`src/rtl/alu_iterative_exec.sv`:
```
// Execution unit: single-cycle logic/arith/compare/branch ops plus a 1-bit-per-cycle
// iterative shifter, with valid/ready handshakes on both the operand and result sides.
module alu_iterative_exec #(
  parameter int WIDTH = 32
) (
  input  logic             clk,
  input  logic             rst_n,
  input  logic             in_valid,
  output logic             in_ready,
  input  logic [3:0]       op,
  input  logic [WIDTH-1:0] a,
  input  logic [WIDTH-1:0] b,
  output logic             out_valid,
  input  logic             out_ready,
  output logic [WIDTH-1:0] result,
  output logic             zero,
  output logic             illegal
);

  localparam int SHAMT_W = $clog2(WIDTH);

  localparam logic [3:0] OP_AND = 4'b0000;
  localparam logic [3:0] OP_OR  = 4'b0001;
  localparam logic [3:0] OP_ADD = 4'b0010;
  localparam logic [3:0] OP_SUB = 4'b0011;
  localparam logic [3:0] OP_SLL = 4'b0100;
  localparam logic [3:0] OP_SRL = 4'b0101;
  localparam logic [3:0] OP_XOR = 4'b0110;
  localparam logic [3:0] OP_SRA = 4'b0111;
  localparam logic [3:0] OP_BEQ = 4'b1000;
  localparam logic [3:0] OP_BNE = 4'b1001;
  localparam logic [3:0] OP_BLT = 4'b1010;
  localparam logic [3:0] OP_SLT = 4'b1100;

  typedef enum logic [1:0] {
    S_IDLE,
    S_SHIFT,
    S_DONE
  } state_t;

  state_t               state, state_next;
  logic [3:0]           op_q;
  logic [WIDTH-1:0]     acc;
  logic [SHAMT_W-1:0]   cnt;

  logic                 accept;
  logic                 is_shift;
  logic [SHAMT_W-1:0]   shamt;
  logic                 signed_lt;
  logic [WIDTH-1:0]     alu_result;
  logic                 alu_illegal;
  logic [WIDTH-1:0]     shift_step;
  logic                 shift_last;

  assign in_ready   = (state == S_IDLE);
  assign out_valid  = (state == S_DONE);
  assign accept     = in_valid && in_ready;
  assign shamt      = b[SHAMT_W-1:0];
  assign is_shift   = (op == OP_SLL) || (op == OP_SRL) || (op == OP_SRA);
  assign signed_lt  = $signed(a) < $signed(b);
  assign shift_last = (cnt == SHAMT_W'(1));

  // Single-cycle datapath; shift ops only land here when shamt == 0, giving a pass-through.
  // NOTE: every always_comb output gets a default first so no path can infer a latch.
  always_comb begin
    alu_result  = '0;
    alu_illegal = 1'b0;
    case (op)
      OP_AND:                 alu_result = a & b;
      OP_OR:                  alu_result = a | b;
      OP_XOR:                 alu_result = a ^ b;
      OP_ADD:                 alu_result = a + b;
      OP_SUB:                 alu_result = a - b;
      OP_SLL, OP_SRL, OP_SRA: alu_result = a;
      OP_SLT:                 alu_result = {{(WIDTH-1){1'b0}}, signed_lt};
      OP_BEQ:                 alu_result = {{(WIDTH-1){1'b0}}, (a == b)};
      OP_BNE:                 alu_result = {{(WIDTH-1){1'b0}}, (a != b)};
      OP_BLT:                 alu_result = {{(WIDTH-1){1'b0}}, signed_lt};
      default:                alu_illegal = 1'b1;
    endcase
  end

  always_comb begin
    case (op_q)
      OP_SLL:  shift_step = {acc[WIDTH-2:0], 1'b0};
      OP_SRL:  shift_step = {1'b0, acc[WIDTH-1:1]};
      default: shift_step = {acc[WIDTH-1], acc[WIDTH-1:1]};
    endcase
  end

  always_comb begin
    state_next = state;
    case (state)
      S_IDLE: begin
        if (accept) begin
          state_next = (is_shift && (shamt != '0)) ? S_SHIFT : S_DONE;
        end
      end
      S_SHIFT: if (shift_last) state_next = S_DONE;
      S_DONE:  if (out_ready)  state_next = S_IDLE;
      default: state_next = S_IDLE;
    endcase
  end

  // NOTE: sequential state uses non-blocking assignments so every register samples pre-edge values.
  always_ff @(posedge clk or negedge rst_n) begin
    if (!rst_n) begin
      state <= S_IDLE;
    end else begin
      state <= state_next;
    end
  end

  // NOTE: datapath registers are reset too, so an aborted op leaves result=0/zero=1 immediately.
  always_ff @(posedge clk or negedge rst_n) begin
    if (!rst_n) begin
      op_q    <= '0;
      acc     <= '0;
      cnt     <= '0;
      result  <= '0;
      zero    <= 1'b1;
      illegal <= 1'b0;
    end else begin
      case (state)
        S_IDLE: begin
          if (accept) begin
            op_q <= op;
            if (is_shift && (shamt != '0)) begin
              acc     <= a;
              cnt     <= shamt;
              illegal <= 1'b0;
            end else begin
              result  <= alu_result;
              zero    <= (alu_result == '0);
              illegal <= alu_illegal;
            end
          end
        end
        S_SHIFT: begin
          acc <= shift_step;
          cnt <= cnt - SHAMT_W'(1);
          if (shift_last) begin
            result <= shift_step;
            zero   <= (shift_step == '0);
          end
        end
        default: ;
      endcase
    end
  end

endmodule

```
`config.mk`:
```
export PLATFORM = sky130hd
export DESIGN_NAME = alu_iterative_exec
export DESIGN_NICKNAME = d
export VERILOG_FILES = /design/src/rtl/alu_iterative_exec.sv
export SDC_FILE = /design/constraint.sdc
export NUM_CORES = 1
export LEC_CHECK = 0
export CAP_MARGIN = 15
export CORE_MARGIN = 5
export CORE_UTILIZATION = 55
export CTS_BUF_LIST = sky130_fd_sc_hd__clkbuf_8 sky130_fd_sc_hd__clkbuf_16
export DETAILED_ROUTE_END_ITERATION = 10
export PLACE_DENSITY = 0.83
export SLEW_MARGIN = 30
export SYNTH_ARGS = -nofsm -noshare
export SYNTH_HDL_FRONTEND = slang
export SYNTH_SLANG_ARGS = --single-unit
```
`constraint.sdc`:
```
create_clock -name clk -period 8.65 [get_ports clk]
set_clock_uncertainty 0.2 [all_clocks]
set_input_delay 1.73 -clock clk [delete_from_list [all_inputs] [get_ports clk]]
set_output_delay 1.73 -clock clk [all_outputs]
set_load 0.005 [all_outputs]
```
==> impl_metrics.csv <==
group,metric,value,unit
status,status,"complete, no violations",
final_layout,syn_to_final_growth,14.86,%
drt,num_vias,11572,
logic_synthesis,yosysWarnings,0,
final_layout,antennaDiodeCount,0,
grt,antenna_found_initial,1,
logic_synthesis,synth.avg_cell_area,7.019,µm²
pwr,peakVddDrop,300.8,µV
placed_design,pre_cts_ws,1.510,ns
drt,wl,38430,µm
setup_path,cpPeakStageDelay,0.85,ns
drt,drt_first_pass_iters,6,
setup_path,worstSetupPathType,"input pin to register",
pwr,power.switching,947.1,µW
pwr,p_clk_frac,0.165,
grt,gr-usage-all-layers,0.3585,
grt,grt_pass1_vias,10683,
clock_tree,clk_pin_slew,0.05,ns
clock_tree,cts_inserted_buffers,9,
drt,drtAntennaViolNets,0,
setup_path,cp_data_arrival_time,6.78,ns
pwr,power.density,186.5,mW/mm²
logic_synthesis,synth_fp_nets,1599,
grt,grt_max_degree,91,
placed_design,port_buffers,107,
floorplan,placementRows,49,
floorplan,coreArea,0.01790,mm²
clock_tree,cts_max_path_buffers,2,
sta,maxSlewViolCount,0,
placed_design,gp_congestion,1.046,
final_layout,fin_nets,1641,
setup_path,cp.required,8.70,ns
logic_synthesis,synth_edf_count,0,
sta,tightestPinTransition,0.9420,ns
sta,finalHoldViolCount,0,
sta,rsz0062_at_grt,"false",
logic_synthesis,synth_top_area_frac,0.1915,
pwr,p_leak,4.989,nW
logic_synthesis,ys_async_sr_fraction,1.000,
sta,setup_viol,0,
sta,post-route-period-util,0.7786,
drt,post_drt_via_cell_ratio,6.847,
clock_tree,cts_root_buffer,"clkbuf_16",
setup_path,cp-start-kind,"input pin",
sta,layout_setup_ws,1.915,ns
sta,fmax,148.5,MHz
floorplan,initial_utilization,0.5548,
grt,grt-ovfl-total,0,
pwr,p_seq_frac,0.316,
worst_hold_path,holdCritPathClass,"register to register",
sta,finalCriticalPeriod,6.735,ns
pwr,power,2.128,mW
sta,tns,0,ns
clock_tree,clock_latency,0.34,ns
job,drv_cap,0,
drt,drtIter0Drc,1443,
clock_tree,post_cts_buffers,0,
grt,grt_pass1_wl,58720,µm
drt,wl_per_cell,22.74,µm
logic_synthesis,synth_top_area_cell,"dfrtp_1",
drt,drc,0,
setup_path,crit_top_cell,"or4_1",
logic_synthesis,synth_cell_types,75,
clock_tree,ctsHoldBuffers,0,
sta,maxSlewHeadroom,0.3654,
pwr,pwr-share-comb,0.520,
floorplan,die-area,0.02085,mm²
clock_tree,clock_sinks,77,
clock_tree,ctsResizeCount,0,
logic_synthesis,synth-seq-cells,77,
setup_path,cp-end-kind,"register",
setup_path,worstPathMaxFanout,34,
floorplan,die_y,144.4,µm
logic_synthesis,synth.cell_area,0.009932,mm²
clock_tree,htreeDepth,3,
final_layout,drive_gt1_frac,0.04586,
floorplan,die_w,144.4,µm
setup_path,cp_slowest_cell,"clkdlybuf4s50_1",
pwr,internal_power,1.181,mW
pwr,switching_share,0.4450,
logic_synthesis,synth_area_leaders,"dfrtp_1, ha_1, o21ai_0, nand2_1, a21oi_1",
logic_synthesis,synth-main-ff-cell,"dfrtp_1",
clock_tree,tritoncts,"built",
floorplan,ios,108,
placed_design,dp_hpwl,29030,µm
logic_synthesis,ys_seq_area_frac,0.1941,
setup_path,crit_chain,"clkdlybuf4s50_1, nor4bb_4, buf_4, a221oi_1, a31oi_1, a2111o_1, or4_1, or4_1, or4_1, nor4_1, nand4_1, or4_1, o31ai_2",
logic_synthesis,synthCells,1415,
[synthesized netlist by cell type (15+ instances only)]
cell type,instances
a211oi_1,17
a21o_1,18
a21oi_1,100
a221oi_1,15
a31oi_1,15
clkbuf_1,83
dfrtp_1,76
ha_1,110
inv_1,101
nand2_1,204
nand3_1,40
nor2_1,100
nor2b_1,25
nor3_1,32
nor4_1,26
o211ai_1,15
o21ai_0,157
o31ai_1,27
[cell usage in the layout (no fill, tap or decap), types with 19 or more instances in the layout]
master           Yosys  layout
inv_1              101     101
nand2_1            204     204
buf_4                0      19
nor2b_1             25      23
clkdlybuf4s50_1      0     106
dfrtp_1             76      76
a21oi_1            100     100
nor3_1              32      31
o31ai_1             27      27
nor4_1              26      25
o21ai_0            157     157
nand3_1             40      40
nor2_1             100      99
ha_1               110     110
[flip-flops by register name, indices dropped and copies added (netlist names)]
signal	flops
op_q	4
zero	1
state	2
cnt	5
acc	32
result	32
illegal	1
[routing by layer]
metal / part of all wire / vias up / global-route usage
li1: - / 5227 / -
met1: 0.40 / 5354 / 0.5021
met2: 0.43 / 845 / 0.5406
met3: 0.13 / 146 / 0.06911
met4: 0.043 / 0 / 0.1497
met5: 0 / - / 0
[critical path, delay by kind of cell]
family	cells	cell delay, ns
and+or+nand+nor	7	2.90
AOI/OAI and AO/OA	4	1.00
buffers and inverters	2	1.16
[area by class of cell]
cell class | instances | area, µm²
Clock inverter | 4 | 23.77
Inverter | 102 | 382.9
Sequential cell | 77 | 1928
Clock buffer | 11 | 252.7
Fill cell | 1686 | 6494
Timing Repair Buffer | 126 | 1215
Multi-Input combinational cell | 1141 | 7320
Tap cell | 229 | 286.5
[power groups by stage]
stage / clock [mW] / sequential [mW] / combinational, mW
6_report: 0.350 / 0.672 / 1.11
5_1_grt: 0.366 / 0.690 / 1.21
4_1_cts: 0.352 / 0.668 / 1.08
3_5_place_dp: 0 / 0.671 / 1.07
3_3_place_gp: 0 / 0.664 / 1.06
2_1_floorplan: 0 / 0.636 / 0.640
[metrics by stage]
step	instance area [µm²]	hold slack [ns]	instances	utilization
after floorplan	9932	0.2465	1415	-
after global placement	11120	0.2606	1675	0.6212
after detailed placement	11120	0.2691	1675	0.6212
after CTS	11400	0.2819	1690	0.6366
after global routing	11410	0.2914	1690	0.6373
final	11410	0.2758	1690	0.6373
[worst paths after layout]
| path | startpoint | to | slack (ns) | depth (start not counted) |
|---|---|---|---|---|
| worst max-delay path | op[0] | zero | 1.91 | 13 |
| worst min-delay path | result[27] | result[27] | 0.28 | 2 |
| worst max register to register | state[0] | zero | 4.11 | 10 |
| worst min register to register | result[27] | result[27] | 0.28 | 2 |
| max in group asynchronous | rst_n | result[24] | 6.54 | 1 |
| min in group asynchronous | rst_n | result[9] | 1.21 | 1 |
[kinds of logic (layout without fill, tap and decap cells)]
group	after synthesis	in the layout	synth area share
simple gates	513	513	0.2438
compound gates	500	500	0.3284
buf+inv	197	243	0.07470
fa+ha+maj	112	112	0.1426
flops	77	77	0.1941
mux	13	13	0.01373
xor+xnor	3	3	0.002646
No activity file was read; power rests on OpenSTA's default activity.
